**src/rtl/stim_burst_gen.sv**
```systemverilog
// Biphasic stimulation pulse/burst generator: shadowed configuration, ramped
// DAC amplitude, optional interphase gap and ON/OFF burst scheduling.
module stim_burst_gen #(
   parameter int NELE   = 32,
   parameter int DAC_W  = 6,
   parameter int PER_W  = 12,
   parameter int PH_W   = 3,
   parameter int RAMP_W = 6,
   parameter int RF_W   = 10,
   parameter int ON_W   = 8,
   parameter int OFF_W  = 10
) (
   input  logic              clk,
   input  logic              reset,
   input  logic              enable,
   input  logic [DAC_W-1:0]  amplitude,
   input  logic [PER_W-1:0]  period,
   input  logic [PH_W-1:0]   phase_dur,
   input  logic [PH_W-1:0]   ipg,
   input  logic              biphasic,
   input  logic [RAMP_W-1:0] ramp,
   input  logic [RF_W-1:0]   ramp_factor,
   input  logic [ON_W-1:0]   on_time,
   input  logic [OFF_W-1:0]  off_time,
   input  logic [NELE-1:0]   electrode1,
   input  logic [NELE-1:0]   electrode2,
   output logic [NELE-1:0]   up_switches,
   output logic [NELE-1:0]   down_switches,
   output logic [DAC_W-1:0]  DAC,
   output logic              pulse_active,
   output logic              burst_on
);
   localparam int PW = RAMP_W + RF_W;

   typedef enum logic [2:0] {S_IDLE, S_PH1, S_IPG, S_PH2, S_WAIT, S_OFF} state_t;

   typedef struct packed {
      logic [DAC_W-1:0]  amp;
      logic [PER_W-1:0]  per;
      logic [PH_W-1:0]   pd;
      logic [PH_W-1:0]   gap;
      logic              bi;
      logic [RAMP_W-1:0] ramp_len;
      logic [RF_W-1:0]   rf;
      logic [ON_W-1:0]   on;
      logic [OFF_W-1:0]  off;
      logic [NELE-1:0]   src;
      logic [NELE-1:0]   ret;
   } cfg_t;

   state_t            state_q, state_d;
   cfg_t              cfg_q, cfg_d, cfg_in, cfg_n;
   logic [PH_W-1:0]   ph_cnt_q, ph_cnt_d, pd_eff;
   logic [PER_W-1:0]  per_cnt_q, per_cnt_d;
   logic [ON_W-1:0]   pulse_cnt_q, pulse_cnt_d;
   logic [OFF_W-1:0]  off_cnt_q, off_cnt_d;
   logic [RAMP_W-1:0] k_q, k_d, k_inc, kp1;
   logic              stop_q, stop_d, stop_now;
   logic              ld, ph_last, ipg_last, per_last, pulse_done, period_end;
   logic [NELE-1:0]   e1, e2, up_q, up_d, down_q, down_d;
   logic [PW-1:0]     prod, step;
   logic [DAC_W-1:0]  lvl, dac_q, dac_d;
   logic              pa_q, pa_d, bo_q, bo_d;

   always_comb begin
      cfg_in = '{amp: amplitude, per: period, pd: phase_dur, gap: ipg, bi: biphasic,
                 ramp_len: ramp, rf: ramp_factor, on: on_time, off: off_time,
                 src: electrode1, ret: electrode2};
      pd_eff   = (cfg_q.pd == '0) ? PH_W'(1) : cfg_q.pd;
      ph_last  = (ph_cnt_q == pd_eff - PH_W'(1));
      ipg_last = (ph_cnt_q == cfg_q.gap - PH_W'(1));
      // A period ends once the tick count reaches period-1; a pulse longer
      // than the period simply stretches it.
      per_last = ({1'b0, per_cnt_q} + (PER_W+1)'(1)) >= {1'b0, cfg_q.per};
      stop_now = stop_q | ~enable;
      k_inc    = (k_q < cfg_q.ramp_len) ? k_q + RAMP_W'(1) : k_q;

      state_d     = state_q;
      ph_cnt_d    = ph_cnt_q + PH_W'(1);
      per_cnt_d   = (&per_cnt_q) ? per_cnt_q : per_cnt_q + PER_W'(1);
      pulse_cnt_d = pulse_cnt_q;
      off_cnt_d   = off_cnt_q;
      k_d         = k_q;
      stop_d      = stop_q;
      ld          = 1'b0;
      pulse_done  = 1'b0;
      period_end  = 1'b0;

      case (state_q)
         S_IDLE: begin
            ld          = 1'b1;
            stop_d      = 1'b0;
            per_cnt_d   = '0;
            pulse_cnt_d = '0;
            off_cnt_d   = '0;
            k_d         = '0;
            if (enable && cfg_in.on != '0) state_d = S_PH1;
         end
         S_PH1: begin
            stop_d = stop_now;
            if (ph_last) begin
               if (cfg_q.gap != '0) state_d = S_IPG;
               else if (cfg_q.bi)   state_d = S_PH2;
               else                 pulse_done = 1'b1;
            end
         end
         S_IPG: begin
            stop_d = stop_now;
            if (ipg_last) begin
               if (cfg_q.bi) state_d = S_PH2;
               else          pulse_done = 1'b1;
            end
         end
         S_PH2: begin
            stop_d = stop_now;
            if (ph_last) pulse_done = 1'b1;
         end
         S_WAIT: begin
            if (!enable)       state_d = S_IDLE;
            else if (per_last) period_end = 1'b1;
         end
         S_OFF: begin
            if (!enable) state_d = S_IDLE;
            else if (per_last) begin
               ld        = 1'b1;
               per_cnt_d = '0;
               if ({1'b0, off_cnt_q} + (OFF_W+1)'(1) >= {1'b0, cfg_q.off}) begin
                  state_d     = S_PH1;
                  off_cnt_d   = '0;
                  pulse_cnt_d = '0;
                  k_d         = '0;
               end else begin
                  off_cnt_d = off_cnt_q + OFF_W'(1);
               end
            end
         end
         default: state_d = S_IDLE;
      endcase

      if (pulse_done) begin
         if (stop_now)      state_d = S_IDLE;
         else if (per_last) period_end = 1'b1;
         else               state_d = S_WAIT;
      end

      if (period_end) begin
         ld        = 1'b1;
         per_cnt_d = '0;
         if ({1'b0, pulse_cnt_q} + (ON_W+1)'(1) < {1'b0, cfg_q.on}) begin
            state_d     = S_PH1;
            pulse_cnt_d = pulse_cnt_q + ON_W'(1);
            k_d         = k_inc;
         end else if (cfg_q.off != '0) begin
            state_d   = S_OFF;
            off_cnt_d = '0;
         end else begin
            // Chained bursts keep the ramp position, so no re-ramp.
            state_d     = S_PH1;
            pulse_cnt_d = '0;
            k_d         = k_inc;
         end
      end

      if (state_d != state_q || ld) ph_cnt_d = '0;

      // Outputs for the coming cycle use the config that will be in the shadow.
      cfg_n = ld ? cfg_in : cfg_q;
      cfg_d = cfg_n;
      e1    = cfg_n.src & ~cfg_n.ret;
      e2    = cfg_n.ret & ~cfg_n.src;
      kp1   = k_d + RAMP_W'(1);
      prod  = PW'(kp1) * PW'(cfg_n.rf);
      step  = prod >> 4;
      lvl   = (k_d < cfg_n.ramp_len && step < PW'(cfg_n.amp)) ? step[DAC_W-1:0] : cfg_n.amp;

      up_d   = '0;
      down_d = '0;
      dac_d  = '0;
      case (state_d)
         S_PH1:   begin up_d = e1; down_d = e2; dac_d = lvl; end
         S_PH2:   begin up_d = e2; down_d = e1; dac_d = lvl; end
         default: ;
      endcase
      pa_d = (state_d == S_PH1) || (state_d == S_IPG) || (state_d == S_PH2);
      bo_d = pa_d || (state_d == S_WAIT);
   end

   always_ff @(posedge clk or posedge reset) begin
      if (reset) begin
         state_q     <= S_IDLE;
         cfg_q       <= '0;
         ph_cnt_q    <= '0;
         per_cnt_q   <= '0;
         pulse_cnt_q <= '0;
         off_cnt_q   <= '0;
         k_q         <= '0;
         stop_q      <= 1'b0;
         up_q        <= '0;
         down_q      <= '0;
         dac_q       <= '0;
         pa_q        <= 1'b0;
         bo_q        <= 1'b0;
      end else begin
         state_q     <= state_d;
         cfg_q       <= cfg_d;
         ph_cnt_q    <= ph_cnt_d;
         per_cnt_q   <= per_cnt_d;
         pulse_cnt_q <= pulse_cnt_d;
         off_cnt_q   <= off_cnt_d;
         k_q         <= k_d;
         stop_q      <= stop_d;
         up_q        <= up_d;
         down_q      <= down_d;
         dac_q       <= dac_d;
         pa_q        <= pa_d;
         bo_q        <= bo_d;
      end
   end

   assign up_switches   = up_q;
   assign down_switches = down_q;
   assign DAC           = dac_q;
   assign pulse_active  = pa_q;
   assign burst_on      = bo_q;
endmodule

```
**config.mk**
```make
export PLATFORM = sky130hd
export DESIGN_NAME = stim_burst_gen
export DESIGN_NICKNAME = d
export VERILOG_FILES = /design/src/rtl/stim_burst_gen.sv
export SDC_FILE = /design/constraint.sdc
export NUM_CORES = 1
export LEC_CHECK = 0
export ABC_AREA = 1
export CELL_PAD_IN_SITES_DETAIL_PLACEMENT = 1
export CELL_PAD_IN_SITES_GLOBAL_PLACEMENT = 1
export CORE_MARGIN = 2
export CORE_UTILIZATION = 40
export CTS_CLUSTER_SIZE = 28
export DETAILED_ROUTE_END_ITERATION = 7
export PLACE_DENSITY_LB_ADDON = 0.1
export SLEW_MARGIN = 15
export SYNTH_ARGS = -nofsm -noshare
export SYNTH_HDL_FRONTEND = slang
export SYNTH_SLANG_ARGS = --single-unit
```
**constraint.sdc**
```tcl
create_clock -name clk -period 9.3 [get_ports clk]
set_input_delay 1.86 -clock clk [delete_from_list [all_inputs] [get_ports clk]]
set_output_delay 1.86 -clock clk [all_outputs]
set_load 0.01 [all_outputs]
```
==> results.json <==
{
  "status": "finished clean",
  "yosysSeqAreaShare_pct": 43.84,
  "grt_max_degree": 118,
  "leakagePower_nw": 8.748,
  "final_nets": 2101,
  "cap_viol_max_count": 0,
  "numCtsBuffers": 28,
  "grt_pass1_wl_mm": 61.64,
  "synthFlopType": "dfrtp_1",
  "relSlewSlack_pct": 30.85,
  "fin_crit_sh_pct": 92.40,
  "critical_path.most_common_cell": "nand2_1",
  "slew_viol_final": 0,
  "seq_power_share_pct": 28.4,
  "ant_nets": 0,
  "die_area_sq_um": 35450,
  "hold-worst-slack_ps": 521.6,
  "synth_cell_types": 54,
  "cts_max_path_buffers": 3,
  "fin_crit_ps": 8593,
  "syn_inst": 1663,
  "ys_warn_count": 0,
  "end_kind": "flop",
  "fp.coreArea_sq_um": 33450,
  "synth.most_common_cell": "inv_1",
  "combPwrFrac_pct": 50.2,
  "die_w_microns": 188.3,
  "cpPeakStageDelay_ps": 550,
  "grt-ovfl-total": 0,
  "vias_per_cell": 4.857,
  "r2r-start": "per_cnt_q[0]",
  "min_from": "cfg_q[74]",
  "cts_tree": "built",
  "skew_ps": 26.90,
  "placed_cells": 2280,
  "p_switching_mw": 2.388,
  "place_area_sq_um": 16060,
  "antenna_found_initial": 0,
  "holdPathStages": 1,
  "design_area_sq_um": 17150,
  "async_flop_share_pct": 100.0,
  "p_clk_share_pct": 21.4,
  "start_util_pct": 40.61,
  "synth.top_cell.area_share_pct": 43.84,
  "path_max_fanout": 7,
  "first_iter_violations": 469,
  "worst_pin_slew_ps": 1037,
  "num_rows": 67,
  "rr_endpoint": "DAC[2]",
  "grt_use_total_pct": 21.32,
  "portBuffers": 197,
  "wirelength_mm": 37.07,
  "clkTransAtPathRegs_ps": 60,
  "powerDensity_nw_per_um2": 317.3,
  "yosysTopAreaCell": "dfrtp_1",
  "clkLatencyLatePin_ps": 560,
  "critPathArrivalTime_ps": 9080,
  "setup_viol": 0,
  "syn_nets": 1896,
  "critical_path_class": "flop to flop",
  "setup_tns_ps": 0,
  "hold_viol_final": 0,
  "cp.required_ps": 9790,
  "drcViolationCount": 0,
  "htreeDepth": 1,
  "syn_avg_cell_area_sq_um": 8.169,
  "wl_per_cell_microns": 15.90,
  "die_h_microns": 188.3,
  "rrSetupSlack_ps": 710,
  "stdcell_count": 2332,
  "start_kind": "flop",
  "yosys_register_bits": 238,
  "swShare_pct": 43.90,
  "ios": 198,
  "globalplace.congestion": 0.8569,
  "cts.sinks": 238,
  "synthTopCellsByArea": "dfrtp_1 44%, inv_1 10%, nand2_1 10%",
  "syn2layout_area_growth_pct": 26.22,
  "fmax_ghz": 0.1164,
  "dr.pass1.iters": 4,
  "r2r_cells": 55,
  "hold_class": "flop to flop",
  "hpwl_mm": 27.22,
  "holdPathEnd": "cfg_q[74]",
  "synth_common_cells": "370 x inv_1, 363 x nand2_1, 238 x dfrtp_1",
  "power.internal_mw": 3.052,
  "diodes": 0,
  "synth-edff-count": 0,
  "drive_above_1_share_pct": 6.900,
  "synth_area_sq_um": 13580,
  "critPathSlowestCell": "fa_1",
  "cts-root-buf": "clkbuf_16",
  "num_vias": 11330,
  "grt_pass1_vias": 12230,
  "ir_worst_vdd_mv": 0.3089
}
-- final cells by class --
type / instances / area [sq um]
timing repair buffer: 215 / 2107
inverter: 379 / 1435
clock buffer: 41 / 829.5
multi-input combinational: 1006 / 6108
fill: 4004 / 16300
sequential: 238 / 5956
tap: 448 / 560.5
clock inverter: 5 / 150.1
-- logic make-up (layout without fill, tap and decap cells) --
| kind of cell | Yosys count | after routing | share of synthesized area (%) |
|---|---|---|---|
| AND/OR/NAND/NOR | 584 | 584 | 18.42 |
| AO/OA/AOI/OAI | 269 | 269 | 11.10 |
| buffers and inverters | 419 | 640 | 11.73 |
| flip-flops | 238 | 238 | 43.84 |
| adder cells (fa/ha/maj) | 107 | 107 | 11.68 |
| multiplexers | 4 | 4 | 0.3224 |
| XOR/XNOR | 42 | 42 | 2.901 |
-- power groups by stage --
| stage | Clock [mW] | Sequential [mW] | Combinational [mW] |
|---|---|---|---|
| 6_report | 1.16 | 1.54 | 2.73 |
| 5_1_grt | 1.23 | 1.58 | 3.14 |
| 4_1_cts | 1.19 | 1.55 | 2.76 |
| 3_5_place_dp | 0 | 1.56 | 2.72 |
| 3_3_place_gp | 0 | 1.55 | 2.64 |
| 2_1_floorplan | 0 | 1.56 | 1.87 |
-- state kept, by name, indices dropped and copies added, names as in the netlist --
name,count
up_switches,32
burst_on,1
state_q,3
stop_q,1
pulse_active,1
k_q,6
per_cnt_q,12
off_cnt_q,10
DAC,6
ph_cnt_q,3
down_switches,32
pulse_cnt_q,8
cfg_q,123
-- critical path: cells and delay by family (launching register included) --
family / cells / cell delay, ps
buf+inv: 7 / 540
fa+ha+maj: 7 / 2650
compound gates: 7 / 1130
xor+xnor: 3 / 610
simple gates: 31 / 3180
flops: 1 / 400
-- stage by stage --
step           power (mW)  worst slack, ps  util, %
3_3_place_gp        4.183            518.1    48.02
3_5_place_dp        4.282            183.0    48.02
6_report            5.440            707.2    51.26
5_1_grt             5.950           -68.44    51.26
2_1_floorplan       3.425            908.6        -
4_1_cts             5.503            315.7    50.95
-- how the worst max path moves through the flow --
stage / start / endpoint / depth (start not counted)
after global routing: per_cnt_q[0] / DAC[2] / 54
final: per_cnt_q[0] / DAC[2] / 55
after global placement: enable / DAC[1] / 39
after detailed placement: enable / DAC[2] / 39
after floorplan: reset / DAC[0] / 1
after CTS: per_cnt_q[0] / DAC[2] / 51
-- what timing repair did --
item | 4_1_cts | 5_1_grt
gates resized for setup | 0 | 13
hold buffers | 0 | 0
endpoints found under the setup margin | 0 | 6
buffers inserted | 0 | 6
-- layout by cell type, fill, tap and decap left out, types with 16 or more instances in the layout --
master	count
nand3_1	42
nand2_1	360
nor2_2	17
buf_4	18
o21ai_0	126
a21oi_1	37
clkdlybuf4s50_1	197
xor2_1	33
nor2_1	107
nand2_2	16
inv_1	369
clkbuf_16	28
o22ai_1	73
dfrtp_1	238
ha_1	72
fa_1	33
-- routing by layer --
metal  vias to the layer above  global-route usage, %  share of wire (%)
met5                         -                      0                  0
met4                         0                  5.058                2.3
met3                        48                  2.663                3.8
met2                       179                  38.46                 50
met1                      5539                  27.18                 44
li1                       5560                      -                  -
Note: power is estimated with default switching activity, not from simulation.
